`src/rtl/htl_motion_ctrl.sv`:
```
// htl_motion_ctrl: per-frame motion controller for the player sprite.
// Samples keys and platform contact on frame_tick. Runs the IDLE/FALL/RIDE/DEAD state machine and
// drives the registered position/pose outputs read by the sprite renderer.
// Optional build macro: HTL_WRAP_X_EN makes the horizontal position wrap instead of saturating.
module htl_motion_ctrl #(
  parameter int unsigned STEP_X      = 3,
  parameter int unsigned X_LIM       = 375,
  parameter int unsigned START_Y     = 100,
  parameter int unsigned TOP_Y       = 20,
  parameter int unsigned BOTTOM_Y    = 550,
  parameter int unsigned RISE        = 1,
  parameter int unsigned FALL_MAX    = 8,
  parameter int unsigned DEAD_FRAMES = 60
) (
  input  logic               clk_50m,
  input  logic               rst_n,
  input  logic               frame_tick,
  input  logic               key_left,
  input  logic               key_right,
  input  logic               key_start,
  input  logic               on_platform,
  output logic signed [11:0] rel_xx,
  output logic        [9:0]  cnt_life,
  output logic               up_flg,
  output logic               face_RL,
  output logic               dead
);

  localparam logic [1:0] StIdle = 2'd0;
  localparam logic [1:0] StFall = 2'd1;
  localparam logic [1:0] StRide = 2'd2;
  localparam logic [1:0] StDead = 2'd3;

  localparam int unsigned DeadW = (DEAD_FRAMES > 1) ? $clog2(DEAD_FRAMES) : 1;

  localparam logic signed [12:0] XStep  = 13'(STEP_X);
  localparam logic signed [12:0] XLim   = 13'(X_LIM);
  localparam logic signed [12:0] XLimN  = -13'(X_LIM);
`ifdef HTL_WRAP_X_EN
  localparam logic signed [12:0] XSpan  = 13'(2 * X_LIM + 1);
`endif
  localparam logic signed [11:0] TopY   = 12'(TOP_Y);
  localparam logic signed [11:0] RiseY  = 12'(RISE);
  localparam logic        [10:0] BotY   = 11'(BOTTOM_Y);
  localparam logic        [3:0]  VelMax = 4'(FALL_MAX);

  logic        [1:0]       state_q, state_d;
  logic signed [11:0]      rel_q, rel_d;
  logic        [9:0]       cnt_q, cnt_d;
  logic                    up_q, up_d;
  logic                    face_q, face_d;
  logic                    dead_q, dead_d;
  logic        [3:0]       vel_q, vel_d;
  logic        [DeadW-1:0] dcnt_q, dcnt_d;

  // Horizontal candidate for this tick: step, then saturate (or wrap) in 13 bits.
  logic signed [12:0] x_sum;
  logic signed [12:0] x_new;
  logic signed [11:0] rel_mv;
  logic               face_mv;

  // Horizontal step and limit handling
  always_comb begin
    x_sum   = {rel_q[11], rel_q};
    face_mv = face_q;
    if (key_left && !key_right) begin
      x_sum   = x_sum + XStep;
      face_mv = 1'b0;
    end else if (key_right && !key_left) begin
      x_sum   = x_sum - XStep;
      face_mv = 1'b1;
    end
    x_new = x_sum;
`ifdef HTL_WRAP_X_EN
    if (x_sum > XLim) begin
      x_new = x_sum - XSpan;
    end else if (x_sum < XLimN) begin
      x_new = x_sum + XSpan;
    end
`else
    if (x_sum > XLim) begin
      x_new = XLim;
    end else if (x_sum < XLimN) begin
      x_new = XLimN;
    end
`endif
    rel_mv = x_new[11:0];
  end

  // Vertical candidates: falling adds the current velocity, riding lifts by RISE.
  logic        [10:0] y_fall;
  logic signed [11:0] y_ride;
  logic        [3:0]  vel_inc;

  // Vertical arithmetic for FALL and RIDE
  always_comb begin
    y_fall  = {1'b0, cnt_q} + {7'b0, vel_q};
    y_ride  = $signed({2'b00, cnt_q}) - RiseY;
    vel_inc = (vel_q >= VelMax) ? VelMax : vel_q + 4'd1;
  end

  // Next-state logic; everything holds unless frame_tick is high
  always_comb begin
    state_d = state_q;
    rel_d   = rel_q;
    cnt_d   = cnt_q;
    face_d  = face_q;
    vel_d   = vel_q;
    dcnt_d  = dcnt_q;

    if (frame_tick) begin
      case (state_q)
        StIdle: begin
          if (key_start) begin
            state_d = StFall;
            vel_d   = 4'd0;
          end
        end

        StFall: begin
          rel_d  = rel_mv;
          face_d = face_mv;
          if (on_platform) begin
            state_d = StRide;
            vel_d   = 4'd0;
          end else begin
            vel_d = vel_inc;
            if (y_fall >= BotY) begin
              cnt_d   = 10'(BOTTOM_Y);
              state_d = StDead;
              dcnt_d  = '0;
            end else begin
              cnt_d = y_fall[9:0];
            end
          end
        end

        StRide: begin
          rel_d  = rel_mv;
          face_d = face_mv;
          if (!on_platform) begin
            state_d = StFall;
            vel_d   = 4'd1;
          end else if (y_ride <= TopY) begin
            cnt_d   = 10'(TOP_Y);
            state_d = StDead;
            dcnt_d  = '0;
          end else begin
            cnt_d = y_ride[9:0];
          end
        end

        StDead: begin
          // Keys and platform are ignored; only the respawn counter advances.
          if (dcnt_q == DeadW'(DEAD_FRAMES - 1)) begin
            state_d = StIdle;
            rel_d   = '0;
            cnt_d   = 10'(START_Y);
            vel_d   = 4'd0;
            dcnt_d  = '0;
          end else begin
            dcnt_d = dcnt_q + DeadW'(1);
          end
        end

        default: begin
          state_d = StIdle;
        end
      endcase
    end

    up_d   = (state_d == StRide);
    dead_d = (state_d == StDead) && (state_q != StDead);
  end

  // State and output registers, asynchronous active-low reset
  always_ff @(posedge clk_50m or negedge rst_n) begin
    if (!rst_n) begin
      state_q <= StIdle;
      rel_q   <= '0;
      cnt_q   <= 10'(START_Y);
      up_q    <= 1'b0;
      face_q  <= 1'b0;
      dead_q  <= 1'b0;
      vel_q   <= 4'd0;
      dcnt_q  <= '0;
    end else begin
      state_q <= state_d;
      rel_q   <= rel_d;
      cnt_q   <= cnt_d;
      up_q    <= up_d;
      face_q  <= face_d;
      dead_q  <= dead_d;
      vel_q   <= vel_d;
      dcnt_q  <= dcnt_d;
    end
  end

  assign rel_xx   = rel_q;
  assign cnt_life = cnt_q;
  assign up_flg   = up_q;
  assign face_RL  = face_q;
  assign dead     = dead_q;

endmodule

```
`config.mk`:
```
export PLATFORM = sky130hd
export DESIGN_NAME = htl_motion_ctrl
export DESIGN_NICKNAME = d
export VERILOG_FILES = /design/src/rtl/htl_motion_ctrl.sv
export SDC_FILE = /design/constraint.sdc
export NUM_CORES = 1
export LEC_CHECK = 0
export CORE_AREA = 2 2 103 65
export CTS_CLUSTER_DIAMETER = 30
export DETAILED_ROUTE_END_ITERATION = 10
export DIE_AREA = 0 0 105 67
export GPL_TIMING_DRIVEN = 0
export PLACE_DENSITY = 0.85
export SLEW_MARGIN = 20
export SYNTH_ARGS = -nofsm -noshare
export SYNTH_HDL_FRONTEND = slang
export SYNTH_SLANG_ARGS = --single-unit
```
`constraint.sdc`:
```
create_clock -name clk_50m -period 3.4 [get_ports clk_50m]
set_input_delay 0.85 -clock clk_50m [delete_from_list [all_inputs] [get_ports clk_50m]]
set_output_delay 0.85 -clock clk_50m [all_outputs]
set_load 0.01 [all_outputs]
```
==> results.cfg <==
[synth]
synth_area_um2 = 3280
syn_inst = 392
synth_nets = 417
yosysWarnings = 0
synth_seq_cells = 37
yosysSeqAreaShare_pct = 28.4
synth.distinct_cells = 76
synth_area_per_cell_um2 = 8.36
ys.flop_type = dfrtp_1
synth-edff-count = 0
async_flop_share_pct = 100

[drt]
detail-route-antenna-nets = 0
drc_errors = 0
viasPerCell = 6.46
dr.pass1.iters = 5
wl_mm = 9.49
drtIter0Drc = 330
vias = 3346
drt-wirelength-per-cell_um = 18.3

[layout]
final_cell_mix = nand2_1 (35), dfrtp_1 (34), clkdlybuf4s50_1 (28)
num-fill-cells = 503
antenna_cells = 0
area_growth_syn_to_layout_pct = 21.8
nets = 458
instances_no_fill = 518
post_route_cells_drive_above_1_share_pct = 15.0
layout_commonest_cell = nand2_1

[die]
coreArea_um2 = 6000
boundaryPins = 32
start_util_pct = 54.6
rows = 22
die_w_um = 105
die_h_um = 67
die_area_um2 = 7040

[worst_setup_path]
start_kind = input port
worstPathRequired_ns = 3.56
crit_arrival_ns = 3.53
critical_path.max_fanout = 9
crit_type = input port to flop
cp-end-kind = flop

[timing]
relSlewSlack_pct = 27.4
worstMarginPinSlew_ns = 1.08
clock_skew_ns = 0.00914
fin_crit_sh_pct = 98.9
fmax_mhz = 298
final.setup.worst_slack_ns = 0.0388
period_minus_slack_ns = 3.36
hold_viol_final = 0
setup_violations = 0
finalMaxSlewViolations = 0

[placed_design]
gp_congestion = 0.932
dp_slack_ns = -0.490
dp_cells = 507
dp_hpwl_mm = 6.93
port_buffers = 30

[power]
p_leak_uw = 0.00161
ir_worst_vdd_v = 0.000471
power.density_nw_per_um2 = 841

[clock_network]
cts_sinks = 37
path_clk_slew_ns = 0.08
cts_buffer_depth = 2
htree_levels = 2
cts-root-buf = clkbuf_8
clk_latency_ns = 0.30
cts_buffers = 5
tritoncts = yes

[global_route]
grt_max_degree = 25
grt_pass1_wl_mm = 15.3
track_usage_pct = 27.8
grt_pass1_vias = 3003
antenna_found_initial = 0
grt_overflow_total = 0

[job]
cap_viol_max_count = 0

[outcome]
status = complete, no violations

[min_path]
min_path_type = input port to async pin
## cells in the mapped netlist, types with 6 or more instances
cell type	number	area share [%]
or3_1	6	1.1
xnor2_1	8	2.1
nand3_1	19	2.9
nor4_1	7	1.3
dfrtp_1	34	26
o211ai_1	12	2.7
o21ai_0	18	2.7
inv_1	23	2.6
nor3b_1	6	1.4
ha_1	17	6.5
o21a_1	10	2.3
nor3_1	13	2.0
a21oi_1	18	2.7
nor2_1	27	3.1
nand2_1	36	4.1
clkbuf_1	14	1.6
## report_power, final
group,total [uW],switching [uW],internal (uW)
clock network,410,171,239
logic,2140,1250,893
registers,811,205,606
## path summary, 6_finish.rpt
check | from | to | slack, ns | cells past startpoint
hold reg to reg | face_RL | face_RL | 0.52 | 2
hold / removal | rst_n | dcnt_q[1] | 0.47 | 1
max in group asynchronous | rst_n | cnt_life[2] | 2.41 | 2
setup / recovery | key_left | rel_xx[8] | 0.04 | 11
min in group clk_50m | face_RL | face_RL | 0.52 | 2
setup reg to reg | cnt_life[0] | cnt_life[4] | 0.13 | 10
## through the flow
step | hold WS (ns) | utilization (%) | setup TNS (ns) | cell area (um^2) | power (uW)
floorplan | 0.498 | - | 0 | 3280 | 2130
global placement | 0.491 | 61.4 | -3.45 | 3680 | 2690
detailed placement | 0.507 | 61.8 | -4.02 | 3710 | 2750
CTS | 0.481 | 64.2 | 0 | 3850 | 3190
global route | 0.481 | 66.6 | -0.0338 | 3990 | 3590
finish | 0.468 | 66.6 | 0 | 3990 | 3360
## sequential cells by signal (all words and copies together) (netlist names)
name      cells
cnt_life     10
dcnt_q        6
dead          1
face_RL       1
rel_xx       12
state_q       2
up_flg        1
vel_q         4
## per-layer routing
layer / track usage (%) / vias to the layer above / share of wire [%]
met2: 38.0 / 180 / 41
li1: - / 1560 / -
met5: 0 / - / 0
met1: 41.9 / 1593 / 48
met3: 8.22 / 13 / 10
met4: 6.67 / 0 / 1.0
## critical path: stages
cell and delay, ns:
clkdlybuf4s50_1 0.48, inv_2 0.10, ha_4 0.19, or4b_4 0.55, o32a_4 0.39, o21a_1 0.24, o211ai_2 0.23, o21bai_4 0.13
buf_4 0.16, o2111ai_1 0.08, nand3_1 0.13
## layout make-up
| cell class | count | area [um^2] | area share [%] |
|---|---|---|---|
| plain buffers | 20 | 92.6 | 2.32 |
| clock buffers | 6 | 82.6 | 2.07 |
| clock inverters | 2 | 37.5 | 0.940 |
| inverters | 23 | 86.3 | 2.16 |
| multi-input cells | 312 | 2310 | 57.9 |
| flip-flops and latches | 37 | 930 | 23.3 |
| well taps | 84 | 105 | 2.63 |
| repair buffers | 34 | 348 | 8.71 |
## cell families (layout without fill, tap and decap cells)
kind of cell,count (synthesis),after routing,synth area share [%]
simple gates,157,157,25.8
compound gates,119,119,28.1
buf+inv,43,85,5.34
flops,37,37,28.4
fa+ha+maj,18,18,7.10
xor+xnor,14,14,3.97
mux,4,4,1.26
## repair_timing
action	CTS	global route
resized for setup	6	25
setup buffers	1	2
endpoints found under the setup margin	11	13
hold endpoints to repair	0	0
pin swaps	6	11
hold buffers	0	0
Note: power is estimated with default switching activity, not from simulation.
